**config.mk**
```make
export PLATFORM = sky130hd
export DESIGN_NAME = nco_phase_ctrl
export DESIGN_NICKNAME = d
export VERILOG_FILES = /design/src/rtl/nco_phase_ctrl.sv
export SDC_FILE = /design/constraint.sdc
export NUM_CORES = 1
export LEC_CHECK = 0
export ABC_AREA = 1
export BUFFER_PORTS_ARGS = -buffer_cell sky130_fd_sc_hd__buf_2
export CAP_MARGIN = 15
export CORE_MARGIN = 1.5
export CORE_UTILIZATION = 40
export DETAILED_ROUTE_END_ITERATION = 12
export SYNTH_ARGS = -nofsm -noshare
export SYNTH_HDL_FRONTEND = slang
export SYNTH_SLANG_ARGS = --single-unit
```
**constraint.sdc**
```tcl
create_clock -name clk -period 4.55 [get_ports clk]
set_input_delay 0.6825 -clock clk [delete_from_list [all_inputs] [get_ports clk]]
set_output_delay 0.6825 -clock clk [all_outputs]
set_load 0.1 [all_outputs]
```
**src/rtl/nco_phase_ctrl.sv**
```systemverilog
// NCO phase controller: loads a waveform table into an external dual-port RAM, then steps a
// phase accumulator to read it back as a sample stream.
module nco_phase_ctrl #(
   parameter int unsigned PHASE_W    = 24,
   parameter int unsigned ADDR_WIDTH = 8,
   parameter int unsigned DATA_WIDTH = 16
) (
   input  logic                  clk,
   input  logic                  rst_n,
   input  logic                  load_start,
   input  logic                  ld_valid,
   input  logic [DATA_WIDTH-1:0] ld_data,
   output logic                  ld_ready,
   output logic                  table_ok,
   input  logic                  run_en,
   input  logic [PHASE_W-1:0]    fcw,
   input  logic [ADDR_WIDTH-1:0] phase_off,
   output logic                  csb0,
   output logic [ADDR_WIDTH-1:0] addr0,
   output logic [DATA_WIDTH-1:0] din0,
   output logic                  csb1,
   output logic [ADDR_WIDTH-1:0] addr1,
   input  logic [DATA_WIDTH-1:0] dout1,
   output logic [DATA_WIDTH-1:0] sample,
   output logic                  sample_valid
);

   localparam logic [1:0] ST_IDLE = 2'd0;
   localparam logic [1:0] ST_LOAD = 2'd1;
   localparam logic [1:0] ST_RUN  = 2'd2;

   localparam logic [ADDR_WIDTH-1:0] ONE_A = 1;

   logic [1:0]            r_state, w_state_d;
   logic [PHASE_W-1:0]    r_acc, w_acc_d;
   logic [ADDR_WIDTH-1:0] r_wcnt, w_wcnt_d;
   logic                  r_table_ok, w_table_ok_d;
   logic                  r_ld_ready, w_ld_ready_d;
   logic                  r_csb0, w_csb0_d;
   logic [ADDR_WIDTH-1:0] r_addr0, w_addr0_d;
   logic [DATA_WIDTH-1:0] r_din0, w_din0_d;
   logic                  r_csb1, w_csb1_d;
   logic [ADDR_WIDTH-1:0] r_addr1, w_addr1_d;
   logic                  r_rd_vld;
   logic [DATA_WIDTH-1:0] r_sample;
   logic                  r_sample_valid;

   logic                  w_xfer;
   logic [PHASE_W-1:0]    w_acc_next;
   logic [ADDR_WIDTH-1:0] w_rd_idx;

   assign w_xfer     = ld_valid & r_ld_ready;
   assign w_acc_next = r_acc + fcw;
   assign w_rd_idx   = w_acc_next[PHASE_W-1 -: ADDR_WIDTH] + phase_off;

   always_comb begin
      w_state_d    = r_state;
      w_acc_d      = r_acc;
      w_wcnt_d     = r_wcnt;
      w_table_ok_d = r_table_ok;
      w_ld_ready_d = r_ld_ready;
      w_csb0_d     = 1'b1;
      w_addr0_d    = r_addr0;
      w_din0_d     = r_din0;
      w_csb1_d     = 1'b1;
      w_addr1_d    = r_addr1;

      case (r_state)
         ST_IDLE: begin
            // A reload request wins over starting generation.
            if (load_start) begin
               w_state_d    = ST_LOAD;
               w_wcnt_d     = '0;
               w_table_ok_d = 1'b0;
               w_ld_ready_d = 1'b1;
            end else if (run_en && r_table_ok) begin
               w_state_d = ST_RUN;
            end
         end
         ST_LOAD: begin
            if (w_xfer) begin
               w_csb0_d  = 1'b0;
               w_addr0_d = r_wcnt;
               w_din0_d  = ld_data;
               w_wcnt_d  = r_wcnt + ONE_A;
               if (r_wcnt == '1) begin
                  w_state_d    = ST_IDLE;
                  w_table_ok_d = 1'b1;
                  w_ld_ready_d = 1'b0;
               end
            end
         end
         ST_RUN: begin
            if (!run_en || load_start) begin
               w_state_d = ST_IDLE;
            end else begin
               w_acc_d   = w_acc_next;
               w_addr1_d = w_rd_idx;
               w_csb1_d  = 1'b0;
            end
         end
         default: begin
            w_state_d    = ST_IDLE;
            w_ld_ready_d = 1'b0;
         end
      endcase
   end

   always_ff @(posedge clk or negedge rst_n) begin
      if (!rst_n) begin
         r_state    <= ST_IDLE;
         r_acc      <= '0;
         r_wcnt     <= '0;
         r_table_ok <= 1'b0;
         r_ld_ready <= 1'b0;
         r_csb0     <= 1'b1;
         r_addr0    <= '0;
         r_din0     <= '0;
         r_csb1     <= 1'b1;
         r_addr1    <= '0;
      end else begin
         r_state    <= w_state_d;
         r_acc      <= w_acc_d;
         r_wcnt     <= w_wcnt_d;
         r_table_ok <= w_table_ok_d;
         r_ld_ready <= w_ld_ready_d;
         r_csb0     <= w_csb0_d;
         r_addr0    <= w_addr0_d;
         r_din0     <= w_din0_d;
         r_csb1     <= w_csb1_d;
         r_addr1    <= w_addr1_d;
      end
   end

   // Stage 1 tracks the RAM's read edge, stage 2 captures dout1 once it has settled.
   always_ff @(posedge clk or negedge rst_n) begin
      if (!rst_n) begin
         r_rd_vld       <= 1'b0;
         r_sample_valid <= 1'b0;
         r_sample       <= '0;
      end else begin
         r_rd_vld       <= ~r_csb1;
         r_sample_valid <= r_rd_vld;
         if (r_rd_vld) begin
            r_sample <= dout1;
         end
      end
   end

   assign ld_ready     = r_ld_ready;
   assign table_ok     = r_table_ok;
   assign csb0         = r_csb0;
   assign addr0        = r_addr0;
   assign din0         = r_din0;
   assign csb1         = r_csb1;
   assign addr1        = r_addr1;
   assign sample       = r_sample;
   assign sample_valid = r_sample_valid;

endmodule

```
After elaboration in Yosys (flattened, before gate mapping)
Index checks and enable logic that the tools add are counted.
{ "word_totals": {"ff_bits": 88, "inputBits": 69, "output_inout_bits": 53, "wordCells": 60} }
{ "classes": {"addsub": 3, "n_eq_ne": 8, "mux": 21, "bitwise_logic": 4, "n_reduce_logical": 11} }
{ "op_table": {"columns": ["cell", "count"], "rows": [
  ["24-bit adder", 1],
  ["8-bit 2-to-1 mux", 2],
  ["8-bit case mux with 2 select lines", 1],
  ["4-bit AND reduction", 3],
  ["1-bit 2-to-1 mux", 10],
  ["2-bit 2-to-1 mux", 5],
  ["8-bit by 1-bit adder with 8-bit output (second input constant)", 1],
  ["8-bit adder", 1],
  ["8-bit == test (second input constant)", 1],
  ["2-bit inequality test (second input constant)", 4],
  ["2-bit case mux with 3 select lines", 1],
  ["2-bit AND reduction", 2],
  ["3-bit inequality test (second input constant)", 1],
  ["1-bit NOT", 3],
  ["1-bit case mux with 3 select lines", 1],
  ["3-bit AND reduction", 1],
  ["2-bit by 1-bit == test with 1-bit output (second input constant)", 1],
  ["2-bit == test (second input constant)", 1],
  ["2-bit zero test", 1],
  ["1-bit case mux with 2 select lines", 1],
  ["2-bit nonzero test", 1],
  ["1-bit AND", 1],
  ["1-bit logical AND", 1],
  ["1-bit zero test", 1],
  ["1-bit logical OR", 1]
]} }

Logic depth before layout (Yosys ltp)
{ "depth": {"word_depth": 4, "depth_mapped": 22, "mapped_depth_nobuf": 22} }

Worst setup path before layout
No wires, ideal clock.
{ "synth_path": {"path_kind": "input to register", "startpoint": "input fcw[0]", "endpoint": "register r_addr1[6] (netlist: addr1[6])", "setup_ps": 120, "arrival_time_ps": 3411, "t_required_ps": 4430, "path_slack_ps": 1020, "stages": 22, "cell_sequence": "ha_1 fa_1 nand2_1 nand2_1 o21ai_2 inv_1 nand3_1 nand3_2 a21boi_1 nand2_1 and2_1 ha_1 fa_1 nand3_1 nand2_1 nand2_1 nand2_1 nand2_1 nand2_1 or2_2 nand3_1 nand2_1"} }
{ "synth_between": {"elab_chain_len": 2} }
{ "synth_rtl": {"columns": ["item", "line_no", "source"], "rows": [
  ["start: declaration", "16", "input logic [PHASE_W-1:0] fcw,"],
  ["24-bit adder", "53", "assign w_acc_next = r_acc + fcw;"],
  ["named net w_acc_next[16]", "49", "logic [PHASE_W-1:0] w_acc_next;"],
  ["8-bit adder", "54", "assign w_rd_idx = w_acc_next[PHASE_W-1 -: ADDR_WIDTH] + phase_off;"],
  ["end signal: assignment", "131", "r_addr1 <= w_addr1_d;"],
  ["end: declaration", "43", "logic [ADDR_WIDTH-1:0] r_addr1, w_addr1_d;"]
]} }
The timed path passes the listed nets, and every way through them passes these cells.
A chain may end at the register's enable or synchronous reset.

Worst setup path after layout
Same ends and word-level chain as after synthesis.

==> results_dict.tcl <==
set metrics [dict create \
    outcome "finished clean" \
    rsz0062_at_grt "false" \
    power.density_mw_per_mm2 448 \
    layout-drive-gt1-share 0.273 \
    synth_seq_cells 88 \
    placement.setup.worst_slack_ns 0.641 \
    coreArea_sq_mm 0.0122 \
    firstDrtPassIters 4 \
    grt_pass1_vias 4217 \
    crit_slowest_cell "fa_1" \
    slew_viol_final 0 \
    viasPerCell 4.77 \
    synth_compound_area_frac 0.102 \
    synth_seq_area_share 0.435 \
    synth-xor-area-share 0.0256 \
    r2r-start "r_acc[0]" \
    setup_tns_ns 0 \
    post-cts-setup-buffer-count 0 \
    async_flop_share 1.00 \
    clk_path_buf_depth 2 \
    fin_skew_ns 0.00699 \
    ctsHoldBuffers 0 \
    seq_area_sq_mm 0.00220 \
    critPathLaunchType "primary input" \
    numCtsBuffers 9 \
    critPathKind "in -> reg" \
    synth_warnings 0 \
    setup_viol 0 \
    crit_family "simple AND/OR/NAND/NOR gates" \
    place_area_sq_mm 0.00584 \
    timing.rr.end "addr1[6]" \
    synthesis.area_sq_mm 0.00507 \
    critPathMaxStageDelay_ns 0.41 \
    fill_cells 1209 \
    drv_cap 0 \
    rows 40 \
    synth-main-ff-cell "dfrtp_1" \
    synth_most_common_cell "nand2_1" \
    wirelength_um 11300 \
    synth-adder-area-share 0.0843 \
    synth_top_area_share 0.424 \
    synth_top_family_by_area "simple AND/OR/NAND/NOR gates" \
    multi_input_area_sq_mm 0.00261 \
    routed-via-count 4301 \
    hold_path_class "in -> async" \
    cts_tree "built" \
    fmax_ghz 0.282 \
    min_period_over_period 0.779 \
    die_w_um 116 \
    cts.clk_slew.worst_paths_ns 0.07 \
    arrival_ns 3.77 \
    cts_resized 0 \
    synth_fp_nets 708 \
    die_h_um 116 \
    cp-end-kind "register" \
    gp_congestion 0.886 \
    antenna_found_initial 0 \
    cts-root-buf "clkbuf_16" \
    p_leak_nw 3.46 \
    area_growth_pct 21.8 \
    h-tree-depth 3 \
    design_area_sq_mm 0.00618 \
    synth-simple-area-share 0.266 \
    fin_ws_ns 1.00 \
    hpwl_um 8630 \
    synth_edf_count 0 \
    finalHoldViolations 0 \
    syn_inst 606 \
    cts_sinks 88 \
    io_buffers 121 \
    ios 122 \
    clkLatencyLatePin_ns 0.34 \
    synth_cell_type_count 49 \
    slew_headroom 0.413 \
    grt_max_degree 89 \
    grt_pass1_wl_um 18800 \
    peakVddDrop_mv 0.206 \
    synth_commonest_cells "198 x nand2_1, 86 x dfrtp_1, 48 x inv_1, 32 x o21ai_0, 31 x ha_1" \
    rrSetupSlack_ns 1.08 \
    die_area_sq_mm 0.0134 \
    worstRegToRegCells 22 \
    power.total_w 0.00277 \
    nets 830 \
    crit_fanout 4 \
    drc 0 \
    grt_overflow_total 0 \
    start_util 0.415 \
    tightestPinTransition_ns 0.880 \
    grt_use_total 0.177 \
    synth_largest_area_cell "dfrtp_1" \
    post-route-util 0.506 \
    drt_iter0_markers 152 \
    ant_nets 0 \
    period_needed_ns 3.55 \
    synth.area.top_cells "dfrtp_1 42%, nand2_1 15%, ha_1 7.6%" \
    crit_buf_inv 2 \
    syn_avg_cell_area_sq_um 8.37 \
    synthMuxAreaShare 0.0355 \
    diodes 0 \
    cp.required_ns 4.78 \
    crit_chain "buf_2, ha_1, fa_1, nand2_1, nand2_1, o21ai_2, inv_1, nand3_1, nand3_2, a21boi_1, nand2_1, and2_1, ha_1, fa_1, nand3_1, nand2_1, nand2_1, nand2_1, nand2_1, nand2_1, or2_2, nand3_1, nand2_1" \
    cpMostUsedCell "nand2_1" \
    avgRoutedWirePerCell_um 12.6 \
]
kinds of logic (layout without fill, tap and decap cells):
kind of cell	after synthesis	count (layout)
buffers and inverters	66	193
muxes	16	16
xor gates and xnor gates	14	14
and+or+nand+nor	302	302
adders and majority gates	33	33
AOI/OAI and AO/OA	87	87
DFF	88	88
worst register-to-register path, cell delays in order, from the launching register on:
cell,delay [ns]
dfrtp_1,0.38
ha_1,0.24
fa_1,0.41
nand2_1,0.08
nand2_1,0.06
o21ai_2,0.09
inv_1,0.08
nand3_1,0.08
nand3_2,0.10
a21boi_1,0.17
nand2_1,0.08
and2_1,0.16
ha_1,0.21
fa_1,0.41
nand3_1,0.10
nand2_1,0.07
nand2_1,0.08
nand2_1,0.05
nand2_1,0.05
nand2_1,0.06
or2_2,0.27
nand3_1,0.07
nand2_1,0.06
flip-flops by register name (all words and copies together), names as in the netlist:
register,cells
table_ok,1
r_state,2
addr0,8
sample_valid,1
r_rd_vld,1
sample,16
din0,16
csb1,1
ld_ready,1
csb0,1
r_wcnt,8
r_acc,24
addr1,8
cell usage in the layout, fill, tap and decap left out, types with 4 or more instances in the layout:
cell	netlist	layout
nand3_1	27	26
dfrtp_1	86	86
nand2_1	198	198
a21oi_1	26	26
xor2_1	5	5
mux2_2	16	16
nand4_1	5	5
a21oi_2	4	4
nor2_1	26	26
o21ai_0	32	32
nor2_2	7	7
o21bai_1	5	5
nand3_2	4	5
nor3_1	5	5
inv_1	48	48
and2_1	6	6
xnor2_1	8	8
inv_2	4	4
buf_2	1	120
clkbuf_16	0	9
ha_1	31	31
a31oi_1	4	4
nand2_2	9	9
routing by layer:
layer  share of wire  GRT usage  routed length (um)
met1            0.47      0.227                5280
met2            0.46      0.300                5200
met3           0.057     0.0303                 647
met4           0.016     0.0691                 181
met5               0          0                   0
final cells by class:
class / count / area share
multi-input cells: 452 / 0.422
flip-flops and latches: 88 / 0.357
repair buffers: 123 / 0.104
clock buffers: 11 / 0.0393
well taps: 168 / 0.0340
inverters: 54 / 0.0330
clock inverters: 5 / 0.0103
power by group:
group | internal (W) | switching (W) | leakage, nW
logic | 0.000181 | 0.000858 | 2.16
clock network | 0.000445 | 0.000318 | 0.146
registers | 0.000901 | 0.0000660 | 1.15
total | 0.00153 | 0.00124 | 3.46
through the flow:
| step | hold slack (ns) | std cells |
|---|---|---|
| 6_report | 0.256 | 901 |
| 5_1_grt | 0.279 | 901 |
| 4_1_cts | 0.440 | 900 |
| 3_5_place_dp | 0.420 | 884 |
| 3_3_place_gp | 0.415 | 884 |
| 2_1_floorplan | 0.352 | 606 |
worst max-delay path by stage:
stage | startpoint | end | slack (ns) | depth (start not counted)
after floorplan | fcw[0] | addr1[6] | 1.02 | 22
after CTS | fcw[0] | addr1[6] | 1.00 | 23
final | fcw[0] | addr1[6] | 1.00 | 23
after detailed placement | fcw[0] | addr1[6] | 0.64 | 23
after global routing | fcw[0] | addr1[6] | 0.70 | 23
after global placement | fcw[0] | addr1[6] | 0.69 | 23
Power figures use the tool's default switching activity.
